`src/rtl/enemy_fire_scheduler.sv`:
```
// Enemy fire scheduler: every PERIOD cycles picks a pseudo-random column and fires from its lowest
// live enemy. Define ENEMY_FIRE_SPEEDUP_EN to halve the interval once few enemies remain.
module enemy_fire_scheduler #(
   parameter int unsigned COLUMNS = 13,
   parameter int unsigned ROWS    = 5,
   parameter logic [23:0] PERIOD  = 24'd10000000,
   parameter logic [15:0] SEED    = 16'hACE1,
   localparam int unsigned CW     = $clog2(COLUMNS),
   localparam int unsigned RW     = $clog2(ROWS)
) (
   input  logic                    clk,
   input  logic                    reset,
   input  logic                    enable,
   input  logic [ROWS*COLUMNS-1:0] alive,
   input  logic                    shot_busy,
   output logic                    fire,
   output logic [CW-1:0]           shooter_col,
   output logic [RW-1:0]           shooter_row
);

   localparam int unsigned N   = ROWS * COLUMNS;
   localparam int unsigned IW  = $clog2(N);
   localparam int unsigned CW1 = CW + 1;
   localparam logic [CW-1:0] ColLast = CW'(COLUMNS - 1);
   localparam logic [RW-1:0] RowLast = RW'(ROWS - 1);
   localparam logic [CW:0]   ColsW   = CW1'(COLUMNS);

   typedef enum logic [2:0] {StWait, StPick, StScan, StFire, StHold} state_e;

   state_e        state_q;
   logic [23:0]   cnt_q;
   logic [15:0]   lfsr_q;
   logic [CW-1:0] col_q;
   logic [RW-1:0] row_q;
   logic [CW-1:0] att_q;
   logic          fire_q;
   logic [CW-1:0] shooter_col_q;
   logic [RW-1:0] shooter_row_q;

   logic [15:0]   lfsr_next;
   logic [CW-1:0] pick_col;
   logic [CW-1:0] col_inc;
   logic [IW-1:0] idx;
   logic          cell_alive;
   logic [23:0]   wait_last;

   assign lfsr_next  = {1'b0, lfsr_q[15:1]} ^ (lfsr_q[0] ? 16'hB400 : 16'h0000);
   // Low LFSR bits span less than 2*COLUMNS, so one conditional subtract reduces them.
   assign pick_col   = ({1'b0, lfsr_q[CW-1:0]} < ColsW) ? lfsr_q[CW-1:0]
                                                       : lfsr_q[CW-1:0] - ColsW[CW-1:0];
   assign col_inc    = (col_q == ColLast) ? '0 : col_q + 1'b1;
   assign idx        = IW'(row_q) * IW'(COLUMNS) + IW'(col_q);
   assign cell_alive = alive[idx];

`ifdef ENEMY_FIRE_SPEEDUP_EN
   localparam int unsigned PW = $clog2(N + 1);
   logic [PW-1:0] pop;

   always_comb begin
      pop = '0;
      for (int i = 0; i < N; i++) pop = pop + PW'(alive[i]);
      wait_last = (pop <= PW'(N / 4)) ? (PERIOD >> 1) - 24'd1 : PERIOD - 24'd1;
   end
`else
   assign wait_last = PERIOD - 24'd1;
`endif

   always_ff @(posedge clk) begin
      if (reset) begin
         state_q       <= StWait;
         cnt_q         <= '0;
         lfsr_q        <= SEED;
         col_q         <= '0;
         row_q         <= '0;
         att_q         <= '0;
         fire_q        <= 1'b0;
         shooter_col_q <= '0;
         shooter_row_q <= '0;
      end else begin
         fire_q <= 1'b0;
         if (enable) begin
            lfsr_q <= lfsr_next;
            unique case (state_q)
               StWait: begin
                  // >= so a threshold drop below the running count still ends the wait
                  if (cnt_q >= wait_last) begin
                     cnt_q   <= '0;
                     state_q <= StPick;
                  end else begin
                     cnt_q <= cnt_q + 24'd1;
                  end
               end
               StPick: begin
                  col_q   <= pick_col;
                  row_q   <= RowLast;
                  att_q   <= '0;
                  state_q <= StScan;
               end
               StScan: begin
                  if (cell_alive) begin
                     state_q <= StFire;
                  end else if (row_q == '0) begin
                     if (att_q == ColLast) begin
                        state_q <= StWait;
                     end else begin
                        col_q <= col_inc;
                        row_q <= RowLast;
                        att_q <= att_q + 1'b1;
                     end
                  end else begin
                     row_q <= row_q - 1'b1;
                  end
               end
               StFire: begin
                  if (shot_busy) begin
                     state_q <= StHold;
                  end else begin
                     fire_q        <= 1'b1;
                     shooter_col_q <= col_q;
                     shooter_row_q <= row_q;
                     state_q       <= StWait;
                  end
               end
               StHold: begin
                  if (!shot_busy) state_q <= cell_alive ? StFire : StPick;
               end
               default: state_q <= StWait;
            endcase
         end
      end
   end

   // Gating keeps the pulse off whenever the game is paused or a shot is still in flight.
   assign fire        = fire_q & enable & ~shot_busy;
   assign shooter_col = shooter_col_q;
   assign shooter_row = shooter_row_q;

endmodule

```
`config.mk`:
```
export PLATFORM = sky130hd
export DESIGN_NAME = enemy_fire_scheduler
export DESIGN_NICKNAME = d
export VERILOG_FILES = /design/src/rtl/enemy_fire_scheduler.sv
export SDC_FILE = /design/constraint.sdc
export NUM_CORES = 1
export LEC_CHECK = 0
export BUFFER_PORTS_ARGS = -buffer_cell sky130_fd_sc_hd__buf_2
export CAP_MARGIN = 30
export CORE_ASPECT_RATIO = 1.25
export CORE_UTILIZATION = 30
export DETAILED_ROUTE_END_ITERATION = 8
export PLACE_DENSITY = 0.55
export SETUP_SLACK_MARGIN = 0.15
export SYNTH_ARGS = -nofsm -noshare
export SYNTH_HDL_FRONTEND = slang
export SYNTH_SLANG_ARGS = --single-unit
```
`constraint.sdc`:
```
create_clock -name clk -period 2.9 [get_ports clk]
set_input_delay 0.58 -clock clk [delete_from_list [all_inputs] [get_ports clk]]
set_output_delay 0.58 -clock clk [all_outputs]
set_load 0.01 [all_outputs]
```
# Yosys cells after proc, flatten, opt, wreduce, memory -nomap -nowiden
# Index checks and enable logic that the tools add are counted.
[totals] ff_bits=62 in_bits=69 out_inout_bits=8 wordCells=75
[classes] n_addsub=6 multipliers=1 order_cmp=3 n_eq_ne=14 n_mux=27 n_bitwise=6 n_reduce_logical=9
[ops] cell="two-way mux 4 bit" n=8
[ops] cell="two-way mux 3 bit" n=9
[ops] cell="adder 24 x 1 -> 24 bit, second input constant" n=1
[ops] cell=">= comparator 24 bit, second input constant" n=1
[ops] cell="two-way mux 24 bit" n=1
[ops] cell="two-way mux 16 bit" n=1
[ops] cell="case mux 4 bit (2 select lines)" n=2
[ops] cell="bitwise XOR 15 x 16 -> 16 bit" n=1
[ops] cell="case mux 3 bit (5 select lines)" n=1
[ops] cell="!= test 2 bit, second input constant" n=5
[ops] cell="AND reduction 5 bit" n=2
[ops] cell="!= test 3 bit, second input constant" n=3
[ops] cell="adder 4 x 1 -> 4 bit, second input constant" n=2
[ops] cell="equality test 4 bit, second input constant" n=2
[ops] cell="less-than comparator 7 x 8 -> 1 bit, second input constant" n=1
[ops] cell="adder 7 x 4 -> 7 bit" n=1
[ops] cell="binary-select mux 1 bit (select 7 bit)" n=1
[ops] cell="multiplier 3 x 4 -> 7 bit, second input constant" n=1
[ops] cell="equality test 3 x 2 -> 1 bit, second input constant" n=2
[ops] cell="logical NOT 3 bit" n=2
[ops] cell="case mux 3 bit (2 select lines)" n=1
[ops] cell="less-than comparator 4 bit, second input constant" n=1
[ops] cell="AND reduction 4 bit" n=1
[ops] cell="subtractor 4 bit, second input constant" n=1
[ops] cell="other kinds (11)" n=15

# Longest topological paths before layout
[logic_depth] ltp_word=7 depth_mapped=14 depth_no_buf=13

# Least setup slack after synthesis
# Ideal clock, no wire load.
[synth_path] path_kind="register -> register" from="register row_q[0]" to="register col_q[2]" setup_ns=0.071 arrival_ns=3.173 t_required_ns=2.829 slack_ns=-0.344 path_stages_with_launch=14 path_buffers=1 synth_period_minus_slack_ns=3.244 cell_sequence="dfxtp_1 -> inv_1 -> ha_1 -> fa_1 -> ha_1 -> a21o_1 -> a21oi_1 -> xor2_1 -> nand4_1 -> a41o_1 -> a21oi_2 -> buf_2 -> o21ai_1 -> a21oi_1"
[synth_between] elab_chain_cells=6 elab_cells_between_ends=8 classes_between="add/sub (1); mul (1); eq/ne (2); mux (2); reduce/logical (2)"
[synth_lines] item="start: declaration" line_no="34" text="logic [RW-1:0] row_q;"
[synth_lines] item="start signal: assignment" line_no="95" text="row_q <= RowLast;"
[synth_lines] item="start signal: assignment" line_no="107" text="row_q <= RowLast;"
[synth_lines] item="start signal: assignment" line_no="111" text="row_q <= row_q - 1'b1;"
[synth_lines] item="multiplier 3 x 4 -> 7 bit" line_no="52" text="assign idx = IW'(row_q) * IW'(COLUMNS) + IW'(col_q);"
[synth_lines] item="adder 7 x 4 -> 7 bit" line_no="52"
[synth_lines] item="binary-select mux 1 bit (select 7 bit)" line_no="53" text="assign cell_alive = alive[idx];"
[synth_lines] item="two-way mux 1 bit (implied by the code)" line_no="53"
[synth_lines] item="!= test 2 bit (no source line)"
[synth_lines] item="AND reduction 5 bit (no source line) (*)"
[synth_lines] item="end signal: assignment" line_no="94" text="col_q <= pick_col;"
[synth_lines] item="end signal: assignment" line_no="106" text="col_q <= col_inc;"
[synth_lines] item="end: declaration" line_no="33" text="logic [CW-1:0] col_q;"
# Every way passes the cells marked *; elsewhere a longest branch is shown, timed or not. The select of a mux whose other input is x is not followed.
# A chain may end at the register's enable or synchronous reset.

# Worst setup path after layout
[layout_path] from="register row_q[1]" to="register row_q[1]"
[layout_between] elab_chain_cells=6 elab_cells_between_ends=12 classes_between="add/sub (2); mul (1); eq/ne (2); mux (5); reduce/logical (2)"
[layout_lines] item="multiplier 3 x 4 -> 7 bit" line_no="52"
[layout_lines] item="adder 7 x 4 -> 7 bit" line_no="52"
[layout_lines] item="binary-select mux 1 bit (select 7 bit)" line_no="53"
[layout_lines] item="two-way mux 1 bit (implied by the code)" line_no="53"
[layout_lines] item="!= test 2 bit (no source line)"
[layout_lines] item="AND reduction 4 bit (no source line)"
# Parallel ways exist; a longest one is shown, timed or not. The select of a mux whose other input is x is not followed.

==> reports/summary.txt <==
arrival time worst endpoint: 3.29 ns
Reg clk slew, reported paths: 0.05 ns
Peak VDD IR: 333 uV
predominant post-synthesis flop cell: dfxtp_1
NumNets Final: 616
area of the core: 12300 um^2
io pins: 77
Final ANT Viol Nets: 0
layout cell share with drive strength beyond 1: 33.5%
EDFF count, synth: 0
Final Max Tran Viols: 0
slew margin rel.: 64.9%
Crit Path Max Fanout: 5
die outline width: 103 um
initial antenna violation count: 0
CTS Sinks: 62
FF+latch count, synth: 62
fin crit period: 3.07 ns
outcome: complete, but fails checks
Seq pwr share: 41.7%
largest net degree at the start of global routing: 31
Final Cell Area: 5140 um^2
Max Clock Freq: 326 MHz
Net Sw Frac: 20.7%
violations in the final reports: setup timing
Least-Margin Pin Slew: 0.526 ns
R2R Path Start: row_q[1]
Diodes inserted: 0
Clk Latency, worst-skew pair: 0.33 ns
P_int: 1.68 mW
Lkg Pwr: 2.12 nW
reg2reg setup slack: -0.17 ns
synth warn: 0
post-DR vias/cell: 4.96
worst endpoint required time: 3.11 ns
global-route wire length before repair: 15400 um
Site Rows: 45
cts bufs inserted: 9
Root Driver: clkbuf_16
htree depth: 3
mapped cell area: 3820 um^2
crit-path cells: inv_2, ha_4, fa_1, ha_4, a21o_1, a21oi_4, xor2_2, nand3_2, buf_4, a41oi_2, nand2_1, nand3_2, mux2_4
placed cell count: 670
Die Span Y: 128 um
Non-Filler Instances: 692
IO Port Bufs: 76
routability cong.: 0.814
Worst path max stage delay: 0.52 ns
Clock Skews: 0.00954 ns
min-delay src: lfsr_q[8]
Starting Density: 31.1%
final setup margin: -0.172 ns
gate count after technology mapping: 422
sw power: 439 uW
largest cells by area after synthesis: dfxtp_1 (32%), mux4_2 (9.4%), ha_1 (6.9%), mux2i_1 (5.2%), nor2_1 (5.2%)
Hold Path Depth: 2
DP Wirelength: 6950 um
Power Dens Cells: 413 nW/um^2
CTS tree: built
Slowest-stage cell, CP: fa_1
Via Count: 3433
R2R cell count: 13
total power: 2.12 mW
post-synth top area share: 32.5%
logic gate share of total power: 7.1%
cts hold-fix bufs: 0
Hold Crit Endpoint: lfsr_q[7]
Crit Reg-Reg Endpoint: row_q[1]
Longest Clk Path Bufs: 2
Layout area overhead: 34.5%
Syn Area/Cell: 9.06 um^2
most frequent cells in the layout: buf_2 (76), dfxtp_1 (60), nor2_1 (52), nand2_1 (35)
First-pass DRT Iterations: 4
Async S/R FF share, synth: 0%
critical path class: reg -> reg
grt total ovfl: 0
Setup Viol. Count Final: 13
syn nets: 514
DR iter-0 viols: 149
final hold slack: 0.470 ns
dpl ws: -0.188 ns
CP Launch Type: flop
final wirelength: 9050 um
HP Class: reg -> reg
maxcap violations: 0
clock network fraction of total power: 51.2%
DRC: 0
sequential element share of the synthesized area: 32.5%
die area: 13200 um^2
post-synth top area cell: dfxtp_1
total track usage: 14.7%
routed len/inst: 13.1 um
Final Cycle Share: 106%
Hold Vio Cnt, Final: 0
vias in the first global route: 3472
most common cell after layout, fill and taps aside: buf_2
Placed Area: 4650 um^2
unique cell type count in the Yosys netlist: 52
RSZ-0062 raised after global routing: true
CP Capture Type: flop
flip-flops by register name (all words and copies together), names as in the netlist, 3 cells and up:
name / count
state_q: 3
shooter_col: 4
att_q: 4
lfsr_q: 16
col_q: 4
cnt_q: 24
shooter_row: 3
row_q: 3
final cells by class:
cell class	instances	area, um^2
multi-input combinational	322	2590
timing repair buffer	112	724
clock inverter	3	42.5
fill	1234	7130
sequential	62	1240
clock buffer	12	267
tap	164	205
inverter	17	63.8
Yosys cell counts, types with 5 or more instances:
cell type and number:
a211oi_1 6, a21oi_1 16, and3_1 5, buf_1 6, clkbuf_1 10, dfxtp_1 62, ha_1 21, inv_1 17
mux2i_1 20, mux4_2 16, nand2_1 35, nand3_1 30, nand4_1 14, nor2_1 53, o21ai_0 12, or3_1 6
xnor2_1 16, xor2_1 16
per-stage QoR:
step                util, %  TNS (ns)
floorplan                 -         0
global placement       37.9     -1.21
detailed placement     37.9     -1.60
CTS                    41.4     -1.61
global route           41.9     -3.17
finish                 41.9     -1.52
metal layers:
layer | track usage [%] | wire [um] | up-vias
met5 | 0 | 0 | -
met4 | 6.79 | 201 | 0
met3 | 2.67 | 358 | 17
met2 | 26.6 | 4580 | 94
met1 | 16.4 | 3910 | 1597
li1 | - | - | 1725
how the worst max path moves through the flow:
stage	cells after the start	slack, ns	end	start
after floorplan	13	0.03	col_q[2]	row_q[1]
after global placement	13	-0.15	att_q[3]	row_q[1]
after detailed placement	13	-0.19	row_q[1]	row_q[1]
after CTS	13	-0.19	row_q[1]	row_q[1]
after global routing	13	-0.31	row_q[2]	row_q[1]
final	13	-0.17	row_q[1]	row_q[1]
kinds of logic (layout without fill, tap and decap cells):
logic type / after synthesis / in the layout / share of synthesized area [%]
buf+inv: 38 / 144 / 4.22
simple gates: 169 / 169 / 21.9
xor+xnor: 32 / 32 / 7.33
fa+ha+maj: 23 / 23 / 7.92
mux: 38 / 38 / 15.3
flops: 62 / 62 / 32.5
compound gates: 60 / 60 / 10.9
what timing repair did:
action / 4_1_cts / 5_1_grt
setup buffers: 3 / 4
endpoints found under the setup margin: 13 / 13
pin swaps: 4 / 9
resized for setup: 14 / 8
critical path: cells and delay by family (launching register included):
family / cells / cell delay [ns]
adder cells (fa/ha/maj): 3 / 1.00
flip-flops: 1 / 0.35
AO/OA/AOI/OAI: 3 / 0.55
AND/OR/NAND/NOR: 3 / 0.31
multiplexers: 1 / 0.30
XOR/XNOR: 1 / 0.23
buffers and inverters: 2 / 0.21
power groups by stage:
stage	Clock (mW)	Sequential (mW)	Combinational [mW]
after detailed placement	0	0.902	0.149
after CTS	1.12	0.884	0.152
after global routing	1.16	0.885	0.167
after global placement	0	0.901	0.146
after floorplan	0	0.896	0.0826
final	1.09	0.884	0.150
No activity file was read; power rests on OpenSTA's default activity.
